$ cat src/rtl/raster_cmd_assembler_pkg.sv
// Shared constants for the raster command assembler: default geometry, FSM encoding
// and word offsets of the triangle fields inside an assembled command.
package raster_cmd_assembler_pkg;

    localparam int unsigned RC_DATA_W        = 32;
    localparam int unsigned RC_WORDS_PER_CMD = 9;
    localparam int unsigned RC_CNT_W         = 16;
    localparam int unsigned RC_CMD_W         = RC_DATA_W * RC_WORDS_PER_CMD;

    localparam logic [1:0] StCollect = 2'd0;
    localparam logic [1:0] StHold    = 2'd1;
    localparam logic [1:0] StDrain   = 2'd2;

    // Word index of each triangle field; vertex n occupies words 3n..3n+2.
    localparam int unsigned V0_X = 0;
    localparam int unsigned V0_Y = 1;
    localparam int unsigned V0_A = 2;
    localparam int unsigned V1_X = 3;
    localparam int unsigned V1_Y = 4;
    localparam int unsigned V1_A = 5;
    localparam int unsigned V2_X = 6;
    localparam int unsigned V2_Y = 7;
    localparam int unsigned V2_A = 8;

endpackage

$ cat src/rtl/raster_cmd_assembler_if.sv
// Word-stream input and command output handshakes of the assembler.
// master: deserializer plus raster core side; slave: the assembler.
interface raster_cmd_assembler_if
    import raster_cmd_assembler_pkg::*;
#(
    parameter int unsigned DATA_W = RC_DATA_W,
    parameter int unsigned CMD_W  = RC_CMD_W
);
    logic              s_valid;
    logic              s_ready;
    logic [DATA_W-1:0] s_data;
    logic              s_last;
    logic              m_valid;
    logic              m_ready;
    logic [CMD_W-1:0]  m_cmd;

    modport master (
        output s_valid, s_data, s_last, m_ready,
        input  s_ready, m_valid, m_cmd
    );

    modport slave (
        input  s_valid, s_data, s_last, m_ready,
        output s_ready, m_valid, m_cmd
    );
endinterface

$ cat src/rtl/raster_cmd_assembler.sv
// Packs WORDS_PER_CMD stream words of one TLAST-delimited packet into one wide triangle
// command; short and long packets are dropped and counted instead of being forwarded.
module raster_cmd_assembler
    import raster_cmd_assembler_pkg::*;
#(
    parameter int unsigned DATA_W        = RC_DATA_W,
    parameter int unsigned WORDS_PER_CMD = RC_WORDS_PER_CMD,
    parameter int unsigned CNT_W         = RC_CNT_W
) (
    input  logic                 aclk,
    input  logic                 aresetn,
    raster_cmd_assembler_if.slave bus,
    output logic                 err_short,
    output logic                 err_long,
    output logic [CNT_W-1:0]     cmd_count,
    output logic [CNT_W-1:0]     err_count
);
    localparam int unsigned CMD_W = DATA_W * WORDS_PER_CMD;
    localparam int unsigned IDX_W = $clog2(WORDS_PER_CMD);
    localparam logic [IDX_W-1:0] LAST_IDX = IDX_W'(WORDS_PER_CMD - 1);

    if (WORDS_PER_CMD < 2 || WORDS_PER_CMD > 64) begin : g_bad_words_per_cmd
        $error("raster_cmd_assembler: WORDS_PER_CMD must be in 2..64");
    end

    logic [1:0]       state_q, state_d;
    logic [IDX_W-1:0] idx_q, idx_d;
    logic [CMD_W-1:0] shadow_q, shadow_d;
    logic [CMD_W-1:0] m_cmd_q, m_cmd_d;
    logic             s_ready_q, m_valid_q;
    logic             err_short_q, err_short_d;
    logic             err_long_q, err_long_d;
    logic [CNT_W-1:0] cmd_count_q, cmd_count_d;
    logic [CNT_W-1:0] err_count_q, err_count_d;
    logic             in_hs, out_hs;

    assign in_hs  = bus.s_valid && s_ready_q;
    assign out_hs = m_valid_q && bus.m_ready;

    function automatic logic [CNT_W-1:0] sat_inc(input logic [CNT_W-1:0] v);
        return (v == {CNT_W{1'b1}}) ? v : v + 1'b1;
    endfunction

    always_comb begin
        state_d     = state_q;
        idx_d       = idx_q;
        shadow_d    = shadow_q;
        m_cmd_d     = m_cmd_q;
        err_short_d = 1'b0;
        err_long_d  = 1'b0;
        cmd_count_d = cmd_count_q;
        err_count_d = err_count_q;
        case (state_q)
            StCollect: begin
                if (in_hs) begin
                    shadow_d[int'(idx_q)*DATA_W +: DATA_W] = bus.s_data;
                    idx_d = '0;
                    if (idx_q == LAST_IDX) begin
                        if (bus.s_last) begin
                            // m_cmd only ever changes here, so dropped packets never reach it
                            state_d = StHold;
                            m_cmd_d = shadow_d;
                        end else begin
                            state_d     = StDrain;
                            err_long_d  = 1'b1;
                            err_count_d = sat_inc(err_count_q);
                        end
                    end else if (bus.s_last) begin
                        err_short_d = 1'b1;
                        err_count_d = sat_inc(err_count_q);
                    end else begin
                        idx_d = idx_q + 1'b1;
                    end
                end
            end
            StHold: begin
                if (out_hs) begin
                    state_d     = StCollect;
                    cmd_count_d = cmd_count_q + 1'b1;
                end
            end
            StDrain: begin
                if (in_hs && bus.s_last) begin
                    state_d = StCollect;
                end
            end
            default: state_d = StCollect;
        endcase
    end

    always_ff @(posedge aclk) begin
        if (!aresetn) begin
            state_q     <= StCollect;
            idx_q       <= '0;
            shadow_q    <= '0;
            m_cmd_q     <= '0;
            s_ready_q   <= 1'b0;
            m_valid_q   <= 1'b0;
            err_short_q <= 1'b0;
            err_long_q  <= 1'b0;
            cmd_count_q <= '0;
            err_count_q <= '0;
        end else begin
            state_q     <= state_d;
            idx_q       <= idx_d;
            shadow_q    <= shadow_d;
            m_cmd_q     <= m_cmd_d;
            s_ready_q   <= (state_d != StHold);
            m_valid_q   <= (state_d == StHold);
            err_short_q <= err_short_d;
            err_long_q  <= err_long_d;
            cmd_count_q <= cmd_count_d;
            err_count_q <= err_count_d;
        end
    end

    assign bus.s_ready = s_ready_q;
    assign bus.m_valid = m_valid_q;
    assign bus.m_cmd   = m_cmd_q;
    assign err_short   = err_short_q;
    assign err_long    = err_long_q;
    assign cmd_count   = cmd_count_q;
    assign err_count   = err_count_q;

endmodule

$ cat src/flat_wrapper.sv
// flat-port wrapper written by rule: the top's interface ports become plain ports
module raster_cmd_assembler_flat import raster_cmd_assembler_pkg::*;
#(
    parameter int unsigned DATA_W        = RC_DATA_W,
    parameter int unsigned WORDS_PER_CMD = RC_WORDS_PER_CMD,
    parameter int unsigned CNT_W         = RC_CNT_W
)
  (aclk, aresetn, err_short, err_long, cmd_count, err_count, bus_s_valid, bus_s_data, bus_s_last, bus_m_ready, bus_s_ready, bus_m_valid, bus_m_cmd);
  raster_cmd_assembler_if #(.DATA_W(DATA_W)) bus_i ();
  input  logic aclk;
  input  logic aresetn;
  output logic err_short;
  output logic err_long;
  output logic [CNT_W-1:0] cmd_count;
  output logic [CNT_W-1:0] err_count;
  input wire logic [$bits(bus_i.s_valid)-1:0] bus_s_valid;
  input wire logic [$bits(bus_i.s_data)-1:0] bus_s_data;
  input wire logic [$bits(bus_i.s_last)-1:0] bus_s_last;
  input wire logic [$bits(bus_i.m_ready)-1:0] bus_m_ready;
  output wire logic [$bits(bus_i.s_ready)-1:0] bus_s_ready;
  output wire logic [$bits(bus_i.m_valid)-1:0] bus_m_valid;
  output wire logic [$bits(bus_i.m_cmd)-1:0] bus_m_cmd;
  assign bus_i.s_valid = bus_s_valid;
  assign bus_i.s_data = bus_s_data;
  assign bus_i.s_last = bus_s_last;
  assign bus_i.m_ready = bus_m_ready;
  assign bus_s_ready = bus_i.s_ready;
  assign bus_m_valid = bus_i.m_valid;
  assign bus_m_cmd = bus_i.m_cmd;
  raster_cmd_assembler #(.DATA_W(DATA_W), .WORDS_PER_CMD(WORDS_PER_CMD), .CNT_W(CNT_W)) u_core (.aclk(aclk), .aresetn(aresetn), .bus(bus_i), .err_short(err_short), .err_long(err_long), .cmd_count(cmd_count), .err_count(err_count));
endmodule
$ cat config.mk
export PLATFORM = sky130hd
export DESIGN_NAME = raster_cmd_assembler_flat
export DESIGN_NICKNAME = d
export VERILOG_FILES = /design/src/rtl/raster_cmd_assembler_pkg.sv /design/src/rtl/raster_cmd_assembler_if.sv /design/src/rtl/raster_cmd_assembler.sv /design/src/flat_wrapper.sv
export SDC_FILE = /design/constraint.sdc
export NUM_CORES = 1
export LEC_CHECK = 0
export CORE_MARGIN = 2
export CORE_UTILIZATION = 43
export DETAILED_ROUTE_END_ITERATION = 16
export PLACE_DENSITY_LB_ADDON = 0.05
export SLEW_MARGIN = 0
export SYNTH_ARGS = -nofsm -noshare
export SYNTH_HDL_FRONTEND = slang
export SYNTH_SLANG_ARGS = --single-unit
export TNS_END_PERCENT = 1
$ cat constraint.sdc
create_clock -name aclk -period 4.8 [get_ports aclk]
set_input_delay 1.44 -clock aclk [delete_from_list [all_inputs] [get_ports aclk]]
set_output_delay 1.44 -clock aclk [all_outputs]
set_load 0.01 [all_outputs]
==> parameters.txt, run 1 <==
Parameter                              Value

Outcome
  Result of the run    completed

Critical path
  Arrival time worst endpoint    roughly 3.8 ns
  CP max FO    69
  Required time of the critical path    between 5 and 6 ns
  Critical setup path kind    primary input to flip-flop
  Kind of end point of the critical path    flip-flop
  Reg2Reg Depth    8
  Worst Setup Start Kind    primary input

STA
  Worst Tran Pin Value    ~1.3 ns
  Portion of the clock cycle consumed by the worst path in the final layout    about 70%
  Clock tree skew after final layout    approximately 0.025 ns
  Count of pins over their slew limit    0
  Final WS setup    1.48 ns
  Final number of hold-violating endpoints    0
  Maximum frequency from static timing analysis    about 300 MHz
  Final TNS setup    0 ns
  Relative slew slack    ~16%
  Unrepaired setup endpoints after global routing    no
  Hold Slack    approximately 0.45 ns
  Number of failing setup endpoints in the final timing report    0
  Final critical delay including setup and external delays    between 3 and 4 ns

Cells and area
  P&R area growth vs syn    25.8%
  Fraction of final layout cells with drive strength greater than 1    between 6 and 7%
  Nets    approximately 3400
  Multi-input gate area    between 0.01 and 0.015 mm2
  Most used cells in the layout excluding fill and tap cells    957 x sky130_fd_sc_hd__nand2_1, 618 x sky130_fd_sc_hd__dfxtp_1, 359 x sky130_fd_sc_hd__clkdlybuf4s50_1, 308 x sky130_fd_sc_hd__a21oi_1, 231 x sky130_fd_sc_hd__o21ai_0
  Number of diodes added for antenna fixing    0
  Fillers    5163
  Sequential cell area    around 0.012 mm2
  Non-filler instance count after layout    just over 4000
  Leading cell type in the layout, fill and taps excluded    sky130_fd_sc_hd__nand2_1

Yosys
  Fraction of the mapped netlist area in compound gates    a little over a fifth
  Synthesized netlist net count    approximately 3200
  Post-synthesis adder-cell area fraction    less than 1%
  XOR/XNOR share of the synthesized area    less than 1%
  Predominant post-synthesis flop cell    sky130_fd_sc_hd__dfxtp_1
  Avg Synthesized Cell Area    approximately 7.7 um2
  Count of unique library cells instantiated by Yosys    between 40 and 50
  Summed instance area of the synthesized netlist    0.0246 mm2
  Post-synthesis mux area share    less than 1%
  Sequential-to-total area share from yosys stat    50.3%
  Dominant cells by area after synthesis    sky130_fd_sc_hd__dfxtp_1 50%, sky130_fd_sc_hd__nand2_1 15%, sky130_fd_sc_hd__a21oi_1 6.3%, sky130_fd_sc_hd__a31oi_1 5.3%, sky130_fd_sc_hd__o21ai_0 4.7%
  Cells after Synth    3178
  Count of flip-flops with a built-in enable after synthesis    0
  Async SR Flop Fraction    0%
  Simple-gate share of the synthesized area    21.6%
  Largest family of logic cells by synthesized area    simple AND/OR/NAND/NOR gates
  Number of warnings printed during yosys synthesis    0
  Number of flip-flops and latches in the synthesized netlist    slightly above 600
  Area leader, netlist    sky130_fd_sc_hd__dfxtp_1
  Post-synth top area share    50.3%

GRT
  Total GRT Usage    between 20 and 30%
  Largest net degree at the start of global routing    around 180
  Wire length of the first global-routing pass    between 100 and 150 mm
  Antenna violations before repair    1
  Number of global-route vias before repair    between 20000 and 25000
  Residual overflow from global routing    0

Min path
  Worst min-delay path category    flip-flop to flip-flop
  Number of stages on the worst hold path    2

Floorplanning
  Starting density of the core    43.5%
  Die Area    0.0591 mm2
  Top-level port count    around 360
  Horiz. Die Dim    ~240 um
  Placeable core region    about 0.056 mm2
  Die Y    roughly 240 um
  Count of standard-cell rows    87

Clocking
  Clk Tree Root Cell    sky130_fd_sc_hd__clkbuf_16
  Number of sinks driven by the clock tree    approximately 600
  Clk_lat worst skew    0.61 ns
  Number of buffers inserted during clock tree synthesis    69
  Deepest level of the CTS H-tree    3
  Clock-pin slew on the worst setup and hold paths    ~0.05 ns
  Gates resized, CTS repair    0
  TritonCTS clock tree    built
  Clk buf depth    3
  Number of setup buffers added after CTS    0
  Count of hold-fix buffers inserted at cts    0

Power
  Pwr/cell area    around 350 mW/mm2
  Peak supply drop    around 240 uV
  Pleak    roughly 11 nW
  Total power after layout    10.9 mW

Placement
  Cell Count Post-Placement    roughly 4000
  Routability Congestion    approximately 0.86
  Half-perimeter wire length after detailed placement    approximately 56 mm
  Post-placement setup slack    around 0.9 ns
  Count of input and output buffers    360

Detailed routing
  Routed wire length    ~91 mm
  Initial drt markers    between 2000 and 2500
  Post-route DRC violation count    0
  Routed length per placed instance    21.9 um
  Length of the first detailed-routing pass in iterations    5
  Vias after detailed routing    23740
  ANT nets after route    0
  Average via count per standard cell    5.71

Flow run
  Max capacitance violation total    0
## registers in the layout (all words and copies together), names as in the netlist
name                cells
u_core.err_long         1
u_core.err_short        1
u_core.cmd_count       16
u_core.state_q          2
u_core.err_count       16
u_core.idx_q            4
u_core.bus.m_cmd      288
u_core.bus.s_ready      1
u_core.bus.m_valid      1
u_core.shadow_q       288
## worst paths after layout
path	start	endpoint	slack [ns]
max	bus_s_valid	u_core.bus.m_cmd[114]	1.48
min	u_core.shadow_q[155]	u_core.shadow_q[155]	0.45
min reg2reg	u_core.shadow_q[155]	u_core.shadow_q[155]	0.45
max reg2reg	u_core.idx_q[0]	u_core.shadow_q[29]	1.54
## cell type report
type	instances	share of cell area, %
flip-flops and latches	618	40.0
multi-input cells	2211	35.5
repair buffers	446	14.1
clock buffers	107	6.83
well taps	756	3.06
clock inverters	10	0.437
inverters	6	0.0971
## through the flow
step	area [um2]	utilization [%]
global placement	28700	50.8
floorplan	24600	-
detailed placement	28700	50.8
CTS	30900	54.8
finish	30900	54.8
global route	30900	54.8
## logic make-up after synthesis
kind of cell	Yosys count
AO/OA/AOI/OAI	889
AND/OR/NAND/NOR	1291
buffers and inverters	349
flip-flops	618
multiplexers	4
XOR/XNOR	22
adder cells (fa/ha/maj)	5
## report_power, final
part / leakage [nW] / switching [mW] / internal, mW
Combinational: 4.57 / 0.371 / 0.108
Sequential: 4.98 / 0.00962 / 5.14
Clock: 1.10 / 2.13 / 3.17
## cell usage after synthesis (15+ instances only)
library cell,count
sky130_fd_sc_hd__a21oi_1,309
sky130_fd_sc_hd__a31oi_1,209
sky130_fd_sc_hd__buf_1,26
sky130_fd_sc_hd__buf_2,15
sky130_fd_sc_hd__clkbuf_1,299
sky130_fd_sc_hd__dfxtp_1,618
sky130_fd_sc_hd__nand2_1,957
sky130_fd_sc_hd__nand3_1,212
sky130_fd_sc_hd__nor2_1,44
sky130_fd_sc_hd__o211a_1,64
sky130_fd_sc_hd__o211ai_1,65
sky130_fd_sc_hd__o21ai_0,231
## critical path, cell delays in order
cell and delay (ns):
sky130_fd_sc_hd__clkdlybuf4s50_1 0.53, sky130_fd_sc_hd__nor4bb_4 0.27, sky130_fd_sc_hd__buf_4 0.24, sky130_fd_sc_hd__and3_4 0.28, sky130_fd_sc_hd__buf_12 0.27, sky130_fd_sc_hd__buf_4 0.39, sky130_fd_sc_hd__o21ai_0 0.13, sky130_fd_sc_hd__a31oi_1 0.20
## per-layer routing
layer / global-route usage, % / vias to the layer above / share of wire (%)
met5: 0 / - / 0
met4: 12.3 / 0 / 3.8
met3: 4.69 / 152 / 7.1
met2: 47.1 / 967 / 46
met1: 40.2 / 11401 / 43
li1: - / 11220 / -
(Power assumes the default switching activity.)
==> run 2, diff against run 1 <==
- clock period: 4.8 -> 2.65 ns (I/O delays scaled with it)
==> run 2 against run 1 <==
  * Worst setup slack worse by 1.3 ns
  * Non-clock buffer count up 67
  * Clock skew down 0.0095 ns
  * Clock power up 84%
  * Die area unchanged
  * Sequential power up 81%
  * Highest routed layer unchanged
==> parameters.txt, run 2 (synthesis gave the netlist of run 1 again) <==
Parameter                              Value

STA
  Clock tree skew after final layout    0.0152 ns (-0.00953 ns)
  Final number of hold-violating endpoints    0 (unchanged)
  Hold Slack    0.453 ns (+0.000900 ns)
  Relative slew slack    54.3% (+38 points)
  Portion of the clock cycle consumed by the worst path in the final layout    94.6%
  Unrepaired setup endpoints after global routing    no
  Final TNS setup    0 ns (unchanged)
  Maximum frequency from static timing analysis    approximately 400 MHz
  Worst Tran Pin Value    0.683 ns (-0.575 ns)
  Number of failing setup endpoints in the final timing report    0 (unchanged)
  Count of pins over their slew limit    0 (unchanged)
  Final critical delay including setup and external delays    between 2 and 3 ns

Critical path
  Slowest cell on the critical path    sky130_fd_sc_hd__clkdlybuf4s50_1
  CP max FO    8 (-88%)
  Arrival time worst endpoint    1.71 ns (-2.12 ns)
  Required time of the critical path    1.86 ns (-3.46 ns)
  Critical setup path kind    flip-flop to primary output
  Critical register-to-register path endpoint    u_core.bus.m_cmd[194]
  Ordered cell list for the critical path    clkdlybuf4s50_1
  Kind of end point of the critical path    primary output
  Worst Setup Start Kind    flip-flop
  Crit-path max cell delay    0.61 ns (+0.08 ns)
  Reg2Reg Depth    9 (+1)
  Worst R2R Start    u_core.idx_q[1]
  Dominant delay contributor by cell family on the critical path    buffers and inverters
  Number of buffers and inverters on the critical path    1 (-3)
  FF-to-FF setup slack    0.23 ns (-1.31 ns)

Clocking
  Deepest level of the CTS H-tree    3 (unchanged)
  Clk_lat worst skew    0.60 ns (about the same)
  Clk buf depth    3 (unchanged)
  Number of sinks driven by the clock tree    618 (unchanged)
  Clock-pin slew on the worst setup and hold paths    0.06 ns (about the same)
  TritonCTS clock tree    built
  Number of buffers inserted during clock tree synthesis    67 (-2.9%)
  Clk Tree Root Cell    sky130_fd_sc_hd__clkbuf_16
  Count of hold-fix buffers inserted at cts    0 (unchanged)

Cells and area
  Fraction of final layout cells with drive strength greater than 1    8.39% (+2.0 points)
  P&R area growth vs syn    31.1%
  Leading cell type in the layout, fill and taps excluded    sky130_fd_sc_hd__nand2_1
  Fillers    5097 (-1.3%)
  Non-filler instance count after layout    4225 (+1.7%)
  Most used cells in the layout excluding fill and tap cells    957 x sky130_fd_sc_hd__nand2_1, 617 x sky130_fd_sc_hd__dfxtp_1, 359 x sky130_fd_sc_hd__clkdlybuf4s50_1, 308 x sky130_fd_sc_hd__a21oi_1, 231 x sky130_fd_sc_hd__o21ai_0
  Multi-input gate area    0.0110 mm2 (about the same)
  Nets    3459 (+1.9%)
  Sequential cell area    0.0124 mm2 (about the same)

GRT
  Total GRT Usage    29.5% (-0.20 points)
  Wire length of the first global-routing pass    135 mm (-0.65%)
  Largest net degree at the start of global routing    119 (-33%)
  Antenna violations before repair    2 (+1)
  Number of global-route vias before repair    21837 (-0.050%)
  Residual overflow from global routing    0 (unchanged)

Placement
  Half-perimeter wire length after detailed placement    57.0 mm (+2.1%)
  Routability Congestion    0.838 (-3.1%)
  Cell Count Post-Placement    4104 (+1.7%)
  Count of input and output buffers    360 (unchanged)

Outcome
  Result of the run    completed

Floorplanning
  Top-level port count    361 (unchanged)
  Count of standard-cell rows    87 (unchanged)
  Starting density of the core    43.5% (unchanged)
  Die Area    0.0591 mm2 (unchanged)
  Horiz. Die Dim    243 um (unchanged)
  Placeable core region    0.0565 mm2 (unchanged)
  Die Y    243 um (unchanged)

Detailed routing
  Routed wire length    90.0 mm (-1.2%)
  ANT nets after route    0 (unchanged)
  Average via count per standard cell    5.66 (-0.92%)
  Routed length per placed instance    21.3 um (-2.8%)
  Vias after detailed routing    23923 (+0.77%)
  Post-route DRC violation count    0 (unchanged)
  Length of the first detailed-routing pass in iterations    6 (+1)
  Initial drt markers    2211 (-6.1%)

Flow run
  Max capacitance violation total    0 (unchanged)

Power
  Pwr/cell area    621 mW/mm2 (+76%)
  Pleak    11.3 nW (+5.7%)
  Total power after layout    20.0 mW (+83%)
  Peak supply drop    410 uV (+70%)

Min path
  Endpoint, Worst Hold    u_core.shadow_q[104]
  Start point of the worst hold path    u_core.shadow_q[104]
  Worst min-delay path category    flip-flop to flip-flop
  Number of stages on the worst hold path    2 (unchanged)
==> run 2: cell types whose count changed in the layout (fill, tap and decap cells not counted), sizes merged <==
cell and delta:
buf +67, bufinv +2, clkbuf -2, clkinv +5, clkinvlp -1, diode +1, inv -1
==> run 2: final cells by class <==
class / instances / share of cell area, %
antenna: 1 / 0.00777
clock buffer: 105 / 6.50
clock inverter: 15 / 0.633
inverter: 6 / 0.0932
multi-input combinational: 2211 / 34.1
sequential: 618 / 38.4
tap: 756 / 2.94
timing repair buffer: 513 / 17.3
==> run 2: per-stage QoR <==
stage / utilization [%] / cell area (um2) / worst slack, ns
after floorplan: - / 24600 / 0.150
after global placement: 52.9 / 29900 / -0.0844
after detailed placement: 52.9 / 29900 / -0.117
after CTS: 57.0 / 32200 / 0.0437
after global routing: 57.0 / 32200 / 0.0653
final: 57.0 / 32200 / 0.142
==> run 2: worst max path at each step <==
stage	slack, ns	end	cells after the start	start
2_1_floorplan	0.15	u_core.err_count[13]	10	u_core.idx_q[0]
3_3_place_gp	-0.08	u_core.bus.m_cmd[150]	8	bus_s_valid
3_5_place_dp	-0.12	u_core.shadow_q[72]	9	bus_s_valid
4_1_cts	0.04	u_core.bus.m_cmd[272]	7	u_core.idx_q[2]
5_1_grt	0.07	u_core.shadow_q[246]	10	u_core.idx_q[0]
6_report	0.14	err_count[2]	1	u_core.err_count[2]
==> run 2: tightest hold or removal path: stages, from the launching register on <==
cell and delay, ns:
sky130_fd_sc_hd__dfxtp_1 0.31, sky130_fd_sc_hd__nand2_1 0.05, sky130_fd_sc_hd__a21oi_1 0.05
==> run 2: metal layers <==
layer | up-vias | GRT usage [%] | part of all wire [%]
met4 | 0 | 11.9 | 4.0
li1 | 11381 | - | -
met1 | 11423 | 39.4 | 42
met2 | 942 | 47.2 | 46
met5 | - | 0 | 0
met3 | 177 | 5.25 | 7.6
==> run 2: report_power, final <==
| part | total, mW | internal, mW | switching, mW |
|---|---|---|---|
| combinational | 0.941 | 0.269 | 0.672 |
| clock | 9.73 | 5.91 | 3.82 |
| sequential | 9.33 | 9.32 | 0.0155 |
==> run 2: what timing repair did <==
item,CTS,global route
gates resized for setup,0,4
setup buffers,0,0
setup endpoints to repair,0,153
==> run 3, diff against run 2 <==
- CAP_MARGIN: unset -> 20
==> results of run 3 <==
The final DEF is identical to that of run 2; final timing and power are the same.
